[src/rtl/if_fetch_stage.sv]
// Instruction-fetch stage: owns the PC, reads imem, loads the IF/ID register.
// Optional J pre-decode in fetch when IF_EARLY_JUMP_EN is defined.
package if_pkg;
  typedef struct packed {
    logic [31:0] inst;
    logic [31:0] pc4;
    logic        valid;
  } if_id_t;
endpackage

module if_fetch_stage
  import if_pkg::*;
#(
  parameter int          ADDR_W   = 16,
  parameter logic [31:0] RESET_PC = 32'h0000_0000
) (
  input  logic              clk,
  input  logic              rst,
  input  logic              stall,
  input  logic              flush,
  input  logic              redirect_valid,
  input  logic [31:0]       redirect_pc,
  output logic [ADDR_W-1:0] imem_addr,
  input  logic [31:0]       imem_rdata,
  output logic [31:0]       pc,
  output logic [31:0]       ifid_inst,
  output logic [31:0]       ifid_pc4,
  output logic              ifid_valid,
  output logic [31:0]       fetch_count
);

  logic [31:0] pcQ;
  logic [31:0] pcNext;
  logic [31:0] pcPlus4;
  logic [31:0] countQ;
  if_id_t      ifidQ;
  if_id_t      ifidNext;
  logic        loadValid;

  assign pcPlus4   = pcQ + 32'd4;
  assign imem_addr = pcQ[ADDR_W+1:2];
  assign loadValid = !flush && !stall;

`ifdef IF_EARLY_JUMP_EN
  logic        isJump;
  logic [31:0] jumpPc;

  assign isJump = (imem_rdata[31:26] == 6'b000010);
  assign jumpPc = {pcPlus4[31:28], imem_rdata[25:0], 2'b00};
`endif

  // Redirect outranks stall; the early jump only fires on a clean load.
  always_comb begin
    pcNext = pcPlus4;
    if (redirect_valid) begin
      pcNext = redirect_pc & 32'hFFFF_FFFC;
    end else if (stall) begin
      pcNext = pcQ;
`ifdef IF_EARLY_JUMP_EN
    end else if (!flush && isJump) begin
      pcNext = jumpPc;
`endif
    end
  end

  always_comb begin
    ifidNext = ifidQ;
    if (flush) begin
      ifidNext = '0;
    end else if (!stall) begin
      ifidNext.inst  = imem_rdata;
      ifidNext.pc4   = pcPlus4;
      ifidNext.valid = 1'b1;
    end
  end

  always_ff @(posedge clk or negedge rst) begin
    if (!rst) begin
      pcQ    <= RESET_PC;
      ifidQ  <= '0;
      countQ <= '0;
    end else begin
      pcQ   <= pcNext;
      ifidQ <= ifidNext;
      if (loadValid) begin
        countQ <= countQ + 32'd1;
      end
    end
  end

  assign pc          = pcQ;
  assign ifid_inst   = ifidQ.inst;
  assign ifid_pc4    = ifidQ.pc4;
  assign ifid_valid  = ifidQ.valid;
  assign fetch_count = countQ;

endmodule

[config.mk]
export PLATFORM = sky130hd
export DESIGN_NAME = if_fetch_stage
export DESIGN_NICKNAME = d
export VERILOG_FILES = /design/src/rtl/if_fetch_stage.sv
export SDC_FILE = /design/constraint.sdc
export NUM_CORES = 1
export LEC_CHECK = 0
export CAP_MARGIN = 20
export CORE_UTILIZATION = 30
export CTS_BUF_LIST = sky130_fd_sc_hd__clkbuf_16
export DETAILED_ROUTE_END_ITERATION = 8
export HOLD_SLACK_MARGIN = 0.1
export PLACE_DENSITY = 0.63
export SLEW_MARGIN = 20
export SYNTH_ARGS = -nofsm -noshare
export SYNTH_HDL_FRONTEND = slang
export SYNTH_SLANG_ARGS = --single-unit
[constraint.sdc]
create_clock -name clk -period 2.5 [get_ports clk]
set_clock_uncertainty 0.2 [all_clocks]
set_input_delay 0.375 -clock clk [delete_from_list [all_inputs] [get_ports clk]]
set_output_delay 0.375 -clock clk [all_outputs]
set_load 0.02 [all_outputs]
==> results by group, run 1 <==
Power and ir drop
  – Pleak: 3.89 nW
  – Cell Pwr Density: 659 nW/um^2
  – Maximum VDD drop: 449 uV
  – Overall Power: 6.22 mW

Setup path
  – Req. time, crit path: 2620 ps
  – Delay-heaviest family, CP: simple AND/OR/NAND/NOR gates
  – CP endpoint kind: flip-flop
  – CP cell instances: nand4_4 -> or4_4 -> or4b_1 -> a311oi_1
  – Max stage delay on crit path: 640 ps
  – CP max FO: 14
  – Slowest cell on crit path: or4_4
  – Startpoint types: flip-flop
  – Launch point of the worst path: pc[5]
  – Path depth of the worst reg2reg path: 4
  – R2r startpoint: pc[5]
  – Buf+Inv Stages, Crit Path: 0
  – Critical Path AT: 2440 ps
  – Setup CP Type: reg2reg
  – WP depth: 4

Yosys
  – Post-Syn Instances: 646
  – Cell area after synthesis: 6460 um^2
  – Syn Area/Cell: 10.0 um^2
  – Post-synth ARST share: 100%
  – Share of the yosys chip area belonging to registers: 48.8%
  – Top cells by count, synth: dfrtp_1 (126), nor2_1 (82), nand2_1 (48), clkbuf_1 (33), mux2i_1 (32)
  – Leading area contributor after synthesis: dfrtp_1
  – Most numerous cell in the Yosys netlist: dfrtp_1
  – Synth Register Bits: 126
  – Dominant cells by area after synthesis: dfrtp_1 (49%), mux2i_1 (5.0%), nor2_1 (4.8%)
  – Synth warnings: 0
  – Number of synthesized flops with an enable pin: 0
  – Synth top area share: 48.8%
  – Yosys cell types: 52
  – Dominant synthesized flop cell: dfrtp_1

Layout
  – Sequential Area: 3150 um^2
  – Final #Nets: 917
  – Share of layout cells above drive strength 1: 9.79%
  – Fin cells: 1133
  – Final antenna diode count: 0
  – Filler instances: 2049
  – Area grow syn2layout: 46.0%
  – Finished Cell Area: 9440 um^2
  – Multi-input logic area: 2890 um^2

STA
  – Min cycle time layout: 2330 ps
  – Max transition margin: 53.1%
  – Final Cycle Share: 93.0%
  – Final hold violations: 0
  – Worst Tran Pin Value: 703 ps
  – Highest clock rate: 430 MHz
  – Pins Over Slew Limit: 0
  – Unrepaired setup endpoints after global routing: no
  – Final Setup Violations: 0
  – Final TNS setup: 0 ps

Floorplan
  – Die Ht: 149 um
  – Starting density of the core: 30.7%
  – Row cnt: 53
  – Core area: 21100 um^2
  – Die X-Extent: 149 um
  – Die ar.: 22100 um^2
  – Ports: 214

Place
  – DP Area: 8820 um^2
  – GP Congestion: 0.774
  – Port-buffer cells: 209
  – Final HPWL from detailed placement: 13600 um
  – Placed Instances: 1101

Worst hold path
  – Hold WC Path Type: in2reg
  – Hold path start: flush
  – Worst hold stages: 4

Detailed routing
  – DR WL/cell: 16.7 um
  – Router iterations before antenna repair: 4
  – Antenna viol nets, final: 0
  – DRC: 0
  – Via count: 5604
  – Via-to-Cell Ratio: 4.95
  – DR iter-0 viols: 330
  – Total routed wirelength: 18900 um

CTS
  – Insertion delay to the later sink of the worst-skew pair: 420 ps
  – Max clock buf depth: 2
  – CTS clk-pin slew, worst paths: 60 ps
  – CTS Buf Count: 17
  – TritonCTS sink count: 126
  – CTS tree: yes
  – Root buffer cell: clkbuf_16
  – # Post-CTS Setup Buffers: 0
  – H-tree depth: 4

Outcome
  – Status: completed

Global route
  – Number of global-route vias before repair: 5356
  – Congestion Overflow GR: 0
  – First-pass GRT wire length: 29700 um
  – Largest net degree at the start of global routing: 63
  – Antenna violations before repair: 0
  – Total GRT Usage: 17.5%

Flow run
  – MaxCap Viol Count: 0
## sequential cells by signal (all words and copies together), names as in the netlist
register and cells:
fetch_count 32, ifid_inst 32, ifid_pc4 31, pc 30, ifid_valid 1
## path summary, 6_finish.rpt
kind,end,slack (ps)
max in group asynchronous,ifid_pc4[4],1150
worst max register to register,ifid_pc4[29],170
min in group asynchronous,ifid_pc4[21],290
worst max-delay path,ifid_pc4[29],170
worst min register to register,fetch_count[31],280
worst min-delay path,fetch_count[2],230
## layer usage
metal | GRT usage [%] | up-vias | wire length, um
met5 | 0 | - | 0
met4 | 7.96 | 0 | 623
met3 | 5.66 | 33 | 1370
met2 | 26.4 | 182 | 8780
met1 | 22.8 | 2676 | 8140
li1 | - | 2713 | -
## placed cells by master (no fill, tap or decap), types with 3 or more instances in the layout
master,instances
a211oi_1,8
bufinv_16,4
o41ai_1,3
xnor2_1,25
nor4_1,13
clkinv_1,3
a311oi_1,14
clkbuf_16,17
or4_1,26
xor2_1,29
nor4_2,4
and3_1,7
o31ai_1,23
clkdlybuf4s50_1,206
a21oi_1,7
nor2_1,82
mux2i_1,32
nand3_1,22
buf_4,38
dfrtp_1,126
nor3_1,12
o21ai_0,18
nand2_1,47
and4_1,6
inv_1,10
or3_1,8
nand4_1,9
a31oi_1,16
## area by class of cell
cell class	count	share of cell area, %
timing repair buffer	249	25.5
clock buffer	17	4.51
tap	275	3.65
multi-input combinational	442	30.6
inverter	10	0.398
clock inverter	14	1.88
sequential	126	33.4
## logic make-up (layout without fill, tap and decap cells)
family / after synthesis / after routing / share of synthesized area [%]
other cells: 1 / 2 / 0.0580
mux: 34 / 34 / 5.30
fa+ha+maj: 2 / 2 / 0.387
compound gates: 96 / 96 / 10.4
buf+inv: 79 / 290 / 6.58
simple gates: 254 / 254 / 21.2
xor+xnor: 54 / 54 / 7.32
flops: 126 / 126 / 48.8
## timing repair
| action | 4_1_cts | 5_1_grt |
|---|---|---|
| hold buffers | 1 | 0 |
| endpoints found under the setup margin | 0 | 1 |
| hold endpoints to repair | 36 | 0 |
| resized for setup | 0 | 1 |
## per-stage QoR
step | setup slack (ps) | hold WS (ps) | utilization [%]
2_1_floorplan | 112 | -121 | -
3_3_place_gp | 204 | 212 | 41.8
3_5_place_dp | 167 | 209 | 41.8
4_1_cts | 150 | 215 | 44.7
5_1_grt | 37.3 | 251 | 44.7
6_report | 175 | 233 | 44.7
## worst reg2reg max path: cells and delay by family, from the launching register on
family / cells / cell delay (ps)
AOI/OAI and AO/OA: 1 / 260
and+or+nand+nor: 3 / 1310
DFF: 1 / 460
## power by group
| group | total, mW | switching [mW] | internal [mW] |
|---|---|---|---|
| logic | 1.28 | 0.659 | 0.625 |
| registers | 2.37 | 0.176 | 2.20 |
| clock network | 2.56 | 0.919 | 1.65 |
| total | 6.22 | 1.75 | 4.47 |
No activity file was read; power rests on OpenSTA's default activity.
==> run 2: changes to the inputs <==
CAP_MARGIN = not set   (was 20)
SETUP_SLACK_MARGIN = 0.5   (was not set)
TNS_END_PERCENT = 50   (was not set)
==> results by group, run 2 (synthesized netlist as in run 1, its figures left out) <==
Outcome
  – Status: completed (unchanged)

Global route
  – Number of global-route vias before repair: 5728 (was 5356)
  – Congestion Overflow GR: 0 (unchanged)
  – Antenna violations before repair: 2 (was 0)
  – Largest net degree at the start of global routing: 63 (unchanged)
  – Total GRT Usage: 18.4% (was 17.5%)
  – First-pass GRT wire length: 31400 um (was 29700 um)

Setup path
  – CP max FO: 6 (was 14)
  – R2r setup slk: 300 ps (was 170 ps)
  – R2r startpoint: pc[6] (was pc[5])
  – Req. time, crit path: 2620 ps (about the same)
  – CP endpoint kind: flip-flop (unchanged)
  – Startpoint types: flip-flop (unchanged)
  – Critical Path AT: 2320 ps (was 2440 ps)
  – RR Endpoint: ifid_pc4[29] (unchanged)
  – Path depth of the worst reg2reg path: 5 (was 4)
  – Setup CP Type: reg2reg (unchanged)

Power and ir drop
  – Cell Pwr Density: 624 nW/um^2 (was 659 nW/um^2)
  – Switch Pwr: 1.91 mW (was 1.75 mW)
  – Sequential Power Share: 37.1% (was 38.2%)
  – Maximum VDD drop: 474 uV (was 449 uV)
  – Pleak: 4.75 nW (was 3.89 nW)
  – Combinational share of power: 21.8% (was 20.6%)
  – Switching share of total power: 29.5% (was 28.2%)
  – Clock network fraction of design power: 41.1% (was 41.2%)
  – Internal power: 4.58 mW (was 4.47 mW)

Layout
  – Most frequent cells in the layout: clkdlybuf4s50_1 (142), dfrtp_1 (94), nor2_1 (81) (was clkdlybuf4s50_1 (206), dfrtp_1 (126), nor2_1 (82))
  – Final #Nets: 973 (was 917)
  – Share of layout cells above drive strength 1: 24.5% (was 9.79%)
  – Filler instances: 1975 (was 2049)
  – Commonest non-fill, non-tap cell in the layout: clkdlybuf4s50_1 (unchanged)
  – Area grow syn2layout: 61.2% (was 46.0%)
  – Finished Cell Area: 10400 um^2 (was 9440 um^2)

STA
  – Final Cycle Share: 88.0% (was 93.0%)
  – Unrepaired setup endpoints after global routing: yes (was no)
  – Highest clock rate: 455 MHz (was 430 MHz)
  – Final hold violations: 0 (unchanged)
  – Max transition margin: 49.7% (was 53.1%)
  – Min cycle time layout: 2200 ps (was 2330 ps)
  – Final TNS setup: 0 ps (unchanged)
  – Fin Hold WS: 193 ps (was 233 ps)
  – Pins Over Slew Limit: 0 (unchanged)
  – Final Setup Violations: 0 (unchanged)
  – Worst Tran Pin Value: 754 ps (was 703 ps)

Detailed routing
  – Router iterations before antenna repair: 5 (was 4)
  – DRC: 0 (unchanged)
  – Via-to-Cell Ratio: 5.00 (was 4.95)
  – Via count: 5952 (was 5604)
  – Total routed wirelength: 21000 um (was 18900 um)
  – DR WL/cell: 17.6 um (was 16.7 um)
  – Antenna viol nets, final: 0 (unchanged)
  – DR iter-0 viols: 290 (was 330)

CTS
  – H-tree depth: 4 (unchanged)
  – CTS clk-pin slew, worst paths: 60 ps (about the same)
  – Root buffer cell: clkbuf_16 (unchanged)
  – CTS Buf Count: 17 (unchanged)
  – Max clock buf depth: 2 (unchanged)
  – Insertion delay to the later sink of the worst-skew pair: 420 ps (about the same)
  – CTS tree: yes (unchanged)
  – TritonCTS sink count: 126 (unchanged)

Floorplan
  – Starting density of the core: 30.7% (unchanged)
  – Die X-Extent: 149 um (unchanged)
  – Ports: 214 (unchanged)
  – Die ar.: 22100 um^2 (unchanged)
  – Row cnt: 53 (unchanged)
  – Die Ht: 149 um (unchanged)
  – Core area: 21100 um^2 (unchanged)

Flow run
  – MaxCap Viol Count: 0 (unchanged)

Place
  – Port-buffer cells: 209 (unchanged)
  – GP Congestion: 0.810 (was 0.774)
  – Final HPWL from detailed placement: 13300 um (was 13600 um)
  – DP Area: 8840 um^2 (was 8820 um^2)

Worst hold path
  – Hold WC Path Type: in2reg (unchanged)
  – Worst hold stages: 3 (was 4)
  – Worst Hold Path EP: ifid_inst[2] (was fetch_count[2])
  – Hold path start: stall (was flush)
[run 2: cell count changes in the layout (fill, tap and decap cells not counted), moves of 31 or more]
cell             previous run  this run
clkdlybuf4s50_1           206       142
buf_4                      38        74
dfrtp_1                   126        94
dfrtp_2                     0        32
dlygate4sd2_1               0        31
dlymetal6s2s_1              0        31
[run 2: worst max-delay path: stages (launching register included)]
cell      delay (ps)
dfrtp_2          420
nand3_4           90
or4_4            540
buf_6            150
or4b_4           480
a311oi_2         230
[run 2: repair_timing]
action | in CTS | in global routing
setup buffers | 37 | 35
hold endpoints to repair | 126 | 0
hold buffers | 1 | 0
pin swaps | 10 | 31
gates cloned | 1 | 3
endpoints found under the setup margin | 135 | 148
gates resized for setup | 55 | 83
[run 2: worst max path at each step]
stage           from           end  cells after the start
2_1_floorplan  pc[6]  ifid_pc4[25]                      6
3_3_place_gp   pc[2]  ifid_pc4[29]                      4
3_5_place_dp   pc[2]  ifid_pc4[29]                      4
4_1_cts        pc[3]  ifid_pc4[29]                      5
5_1_grt        pc[6]  ifid_pc4[29]                      5
6_report       pc[6]  ifid_pc4[29]                      5
[run 2: power by group through the flow]
stage	logic, mW	clock network [mW]	registers [mW]
2_1_floorplan	0.485	0	2.59
3_3_place_gp	1.21	0	2.46
3_5_place_dp	1.23	0	2.47
4_1_cts	1.32	2.73	2.40
5_1_grt	1.52	2.83	2.43
6_report	1.42	2.67	2.41
[run 2: layer usage]
metal  part of all wire (%)  up-vias  GRT usage [%]
li1                       -     2830              -
met1                     43     2874           23.6
met2                     47      211           28.2
met3                    7.6       37           6.30
met4                    2.9        0           7.50
met5                      0        -              0
[run 2: metrics by stage]
stage                     std cells  setup slack (ps)  total power, mW  util, %
final                          1191               301             6.50     49.4
after detailed placement       1081               217             3.69     41.9
after floorplan                 647               230             3.08        -
after global placement         1081               257             3.67     41.9
after CTS                      1152               257             6.44     46.5
after global routing           1190               257             6.78     49.4
[run 2: cell type report]
type	count	area [um^2]	share of cell area [%]
Antenna cell	1	2.50	0.0240
Clock buffer	17	425	4.08
Clock inverter	15	211	2.03
Inverter	10	37.5	0.360
Multi-Input combinational cell	446	3300	31.7
Sequential cell	126	3190	30.6
Tap cell	275	344	3.30
Timing Repair Buffer	301	2900	27.9
==> run 3: changes to the inputs <==
CELL_PAD_IN_SITES_DETAIL_PLACEMENT = 2   (was not set)
CELL_PAD_IN_SITES_GLOBAL_PLACEMENT = 2   (was not set)
CORE_UTILIZATION = 28   (was 30)
PLACE_DENSITY = 0.88   (was 0.63)
==> results by group, run 3 (synthesized netlist as in run 1, its figures left out) <==
Floorplan
  – Core area: 22600 um^2 (was 21100 um^2)
  – Die Ht: 154 um (was 149 um)
  – Row cnt: 55 (was 53)
  – Die X-Extent: 154 um (was 149 um)
  – Die ar.: 23700 um^2 (was 22100 um^2)
  – Ports: 214 (unchanged)
  – Starting density of the core: 28.5% (was 30.7%)

STA
  – Final hold violations: 0 (unchanged)
  – Max transition margin: 44.3% (was 49.7%)
  – Final Cycle Share: 94.6% (was 88.0%)
  – Final Setup Violations: 0 (unchanged)
  – Highest clock rate: 423 MHz (was 455 MHz)
  – Final TNS setup: 0 ps (unchanged)
  – Worst Tran Pin Value: 836 ps (was 754 ps)
  – Unrepaired setup endpoints after global routing: yes (unchanged)
  – Min cycle time layout: 2370 ps (was 2200 ps)
  – Pins Over Slew Limit: 0 (unchanged)

CTS
  – CTS clk-pin slew, worst paths: 70 ps (was 60 ps)
  – TritonCTS sink count: 126 (unchanged)
  – Insertion delay to the later sink of the worst-skew pair: 430 ps (was 420 ps)
  – CTS Buf Count: 17 (unchanged)
  – Max clock buf depth: 2 (unchanged)
  – CTS tree: yes (unchanged)
  – H-tree depth: 4 (unchanged)
  – Root buffer cell: clkbuf_16 (unchanged)

Layout
  – Area grow syn2layout: 75.7% (was 61.2%)
  – Fin cells: 1263 (was 1191)
  – Fin util: 50.2% (was 49.4%)
  – Final #Nets: 1034 (was 973)
  – Commonest non-fill, non-tap cell in the layout: clkdlybuf4s50_1 (unchanged)
  – Most frequent cells in the layout: clkdlybuf4s50_1 (139), buf_4 (116), dfrtp_1 (89) (was clkdlybuf4s50_1 (142), dfrtp_1 (94), nor2_1 (81))
  – Finished Cell Area: 11400 um^2 (was 10400 um^2)
  – Share of layout cells above drive strength 1: 33.3% (was 24.5%)

Place
  – Final HPWL from detailed placement: 16300 um (was 13300 um)
  – GP Congestion: 0.793 (was 0.810)
  – DP Area: 8910 um^2 (was 8840 um^2)
  – Placed Instances: 1099 (was 1081)
  – Port-buffer cells: 209 (unchanged)

Detailed routing
  – Antenna viol nets, final: 0 (unchanged)
  – DRC: 0 (unchanged)
  – DR WL/cell: 28.6 um (was 17.6 um)
  – DR iter-0 viols: 409 (was 290)
  – Router iterations before antenna repair: 4 (was 5)
  – Via-to-Cell Ratio: 5.52 (was 5.00)
  – Total routed wirelength: 36100 um (was 21000 um)
  – Via count: 6973 (was 5952)

Setup path
  – Setup CP Type: reg2reg (unchanged)
  – Buf+Inv Stages, Crit Path: 2 (was 1)
  – Max stage delay on crit path: 580 ps (was 540 ps)
  – CP cell instances: nand3_4 -> or4_4 -> buf_6 -> buf_4 -> o41ai_1 -> a311oi_2 (was nand3_4 -> or4_4 -> buf_6 -> or4b_4 -> a311oi_2)
  – CP max FO: 5 (was 6)
  – Req. time, crit path: 2560 ps (was 2620 ps)
  – CP endpoint kind: flip-flop (unchanged)
  – Delay-heaviest family, CP: simple AND/OR/NAND/NOR gates (unchanged)
  – Critical Path AT: 2430 ps (was 2320 ps)
  – Startpoint types: flip-flop (unchanged)
  – Slowest cell on crit path: or4_4 (unchanged)

Power and ir drop
  – Clock network fraction of design power: 39.8% (was 41.1%)
  – Switching share of total power: 33.2% (was 29.5%)
  – Switch Pwr: 2.35 mW (was 1.91 mW)
  – Maximum VDD drop: 546 uV (was 474 uV)
  – Cell Pwr Density: 625 nW/um^2 (was 624 nW/um^2)
  – Pleak: 5.21 nW (was 4.75 nW)
  – Internal power: 4.74 mW (was 4.58 mW)
  – Combinational share of power: 26.0% (was 21.8%)
  – Sequential Power Share: 34.2% (was 37.1%)

Global route
  – Antenna violations before repair: 2 (unchanged)
  – First-pass GRT wire length: 45700 um (was 31400 um)
  – Congestion Overflow GR: 0 (unchanged)
  – Number of global-route vias before repair: 7317 (was 5728)
  – Largest net degree at the start of global routing: 64 (was 63)
  – Total GRT Usage: 25.4% (was 18.4%)

Outcome
  – Status: completed (unchanged)

Flow run
  – MaxCap Viol Count: 0 (unchanged)

Worst hold path
  – Hold WC Path Type: reg2reg (was in2reg)
[run 3: cell count changes in the layout (fill, tap and decap cells not counted), moves of 6 or more]
cell	previous run	this run
or4_1	21	11
a31oi_4	0	6
a31oi_1	16	8
buf_4	74	116
or4_4	8	17
buf_6	13	24
[run 3: metal layers]
metal  vias to the layer above  global-route usage (%)  wire length, um
li1                       2948                       -                -
met1                      3620                    28.8            14500
met2                       318                    43.9            17900
met3                        87                    6.91             2130
met4                         0                    13.0             1470
met5                         -                       0                0
[run 3: path summary, 6_finish.rpt]
check | startpoint | end | slack (ps) | cells after the start
worst max-delay path | pc[7] | ifid_pc4[29] | 130 | 6
worst min-delay path | fetch_count[31] | fetch_count[31] | 280 | 1
worst max register to register | pc[7] | ifid_pc4[29] | 130 | 6
worst min register to register | fetch_count[31] | fetch_count[31] | 280 | 1
max in group asynchronous | rst | pc[5] | 980 | 3
min in group asynchronous | rst | pc[11] | 310 | 2
[run 3: power by group through the flow]
stage | registers [mW] | logic, mW | clock network, mW
after floorplan | 2.59 | 0.485 | 0
after global placement | 2.44 | 1.25 | 0
after detailed placement | 2.46 | 1.29 | 0
after CTS | 2.39 | 1.45 | 2.77
after global routing | 2.44 | 1.93 | 2.92
final | 2.43 | 1.85 | 2.82
[run 3: layout make-up]
cell class / count / area, um^2
Fill cell: 2251 / 11300
Clock buffer: 17 / 425
Tap cell: 285 / 357
Multi-Input combinational cell: 448 / 3670
Antenna cell: 2 / 5.00
Clock inverter: 15 / 210
Sequential cell: 126 / 3200
Timing Repair Buffer: 360 / 3460
Inverter: 10 / 37.5
[run 3: what timing repair did]
action / CTS / global route
buffers inserted: 54 / 69
endpoints found under the setup margin: 147 / 167
cloned: 3 / 3
gates resized for setup: 88 / 134
hold buffers: 1 / 0
pin swaps: 33 / 53
endpoints found under the hold margin: 59 / 0
[run 3: stage by stage]
stage	worst slack (ps)	hold WS [ps]	total power, mW
after floorplan	230	-121	3.08
after global placement	219	221	3.70
after detailed placement	112	230	3.75
after CTS	247	226	6.61
after global routing	15.1	307	7.29
final	134	283	7.10
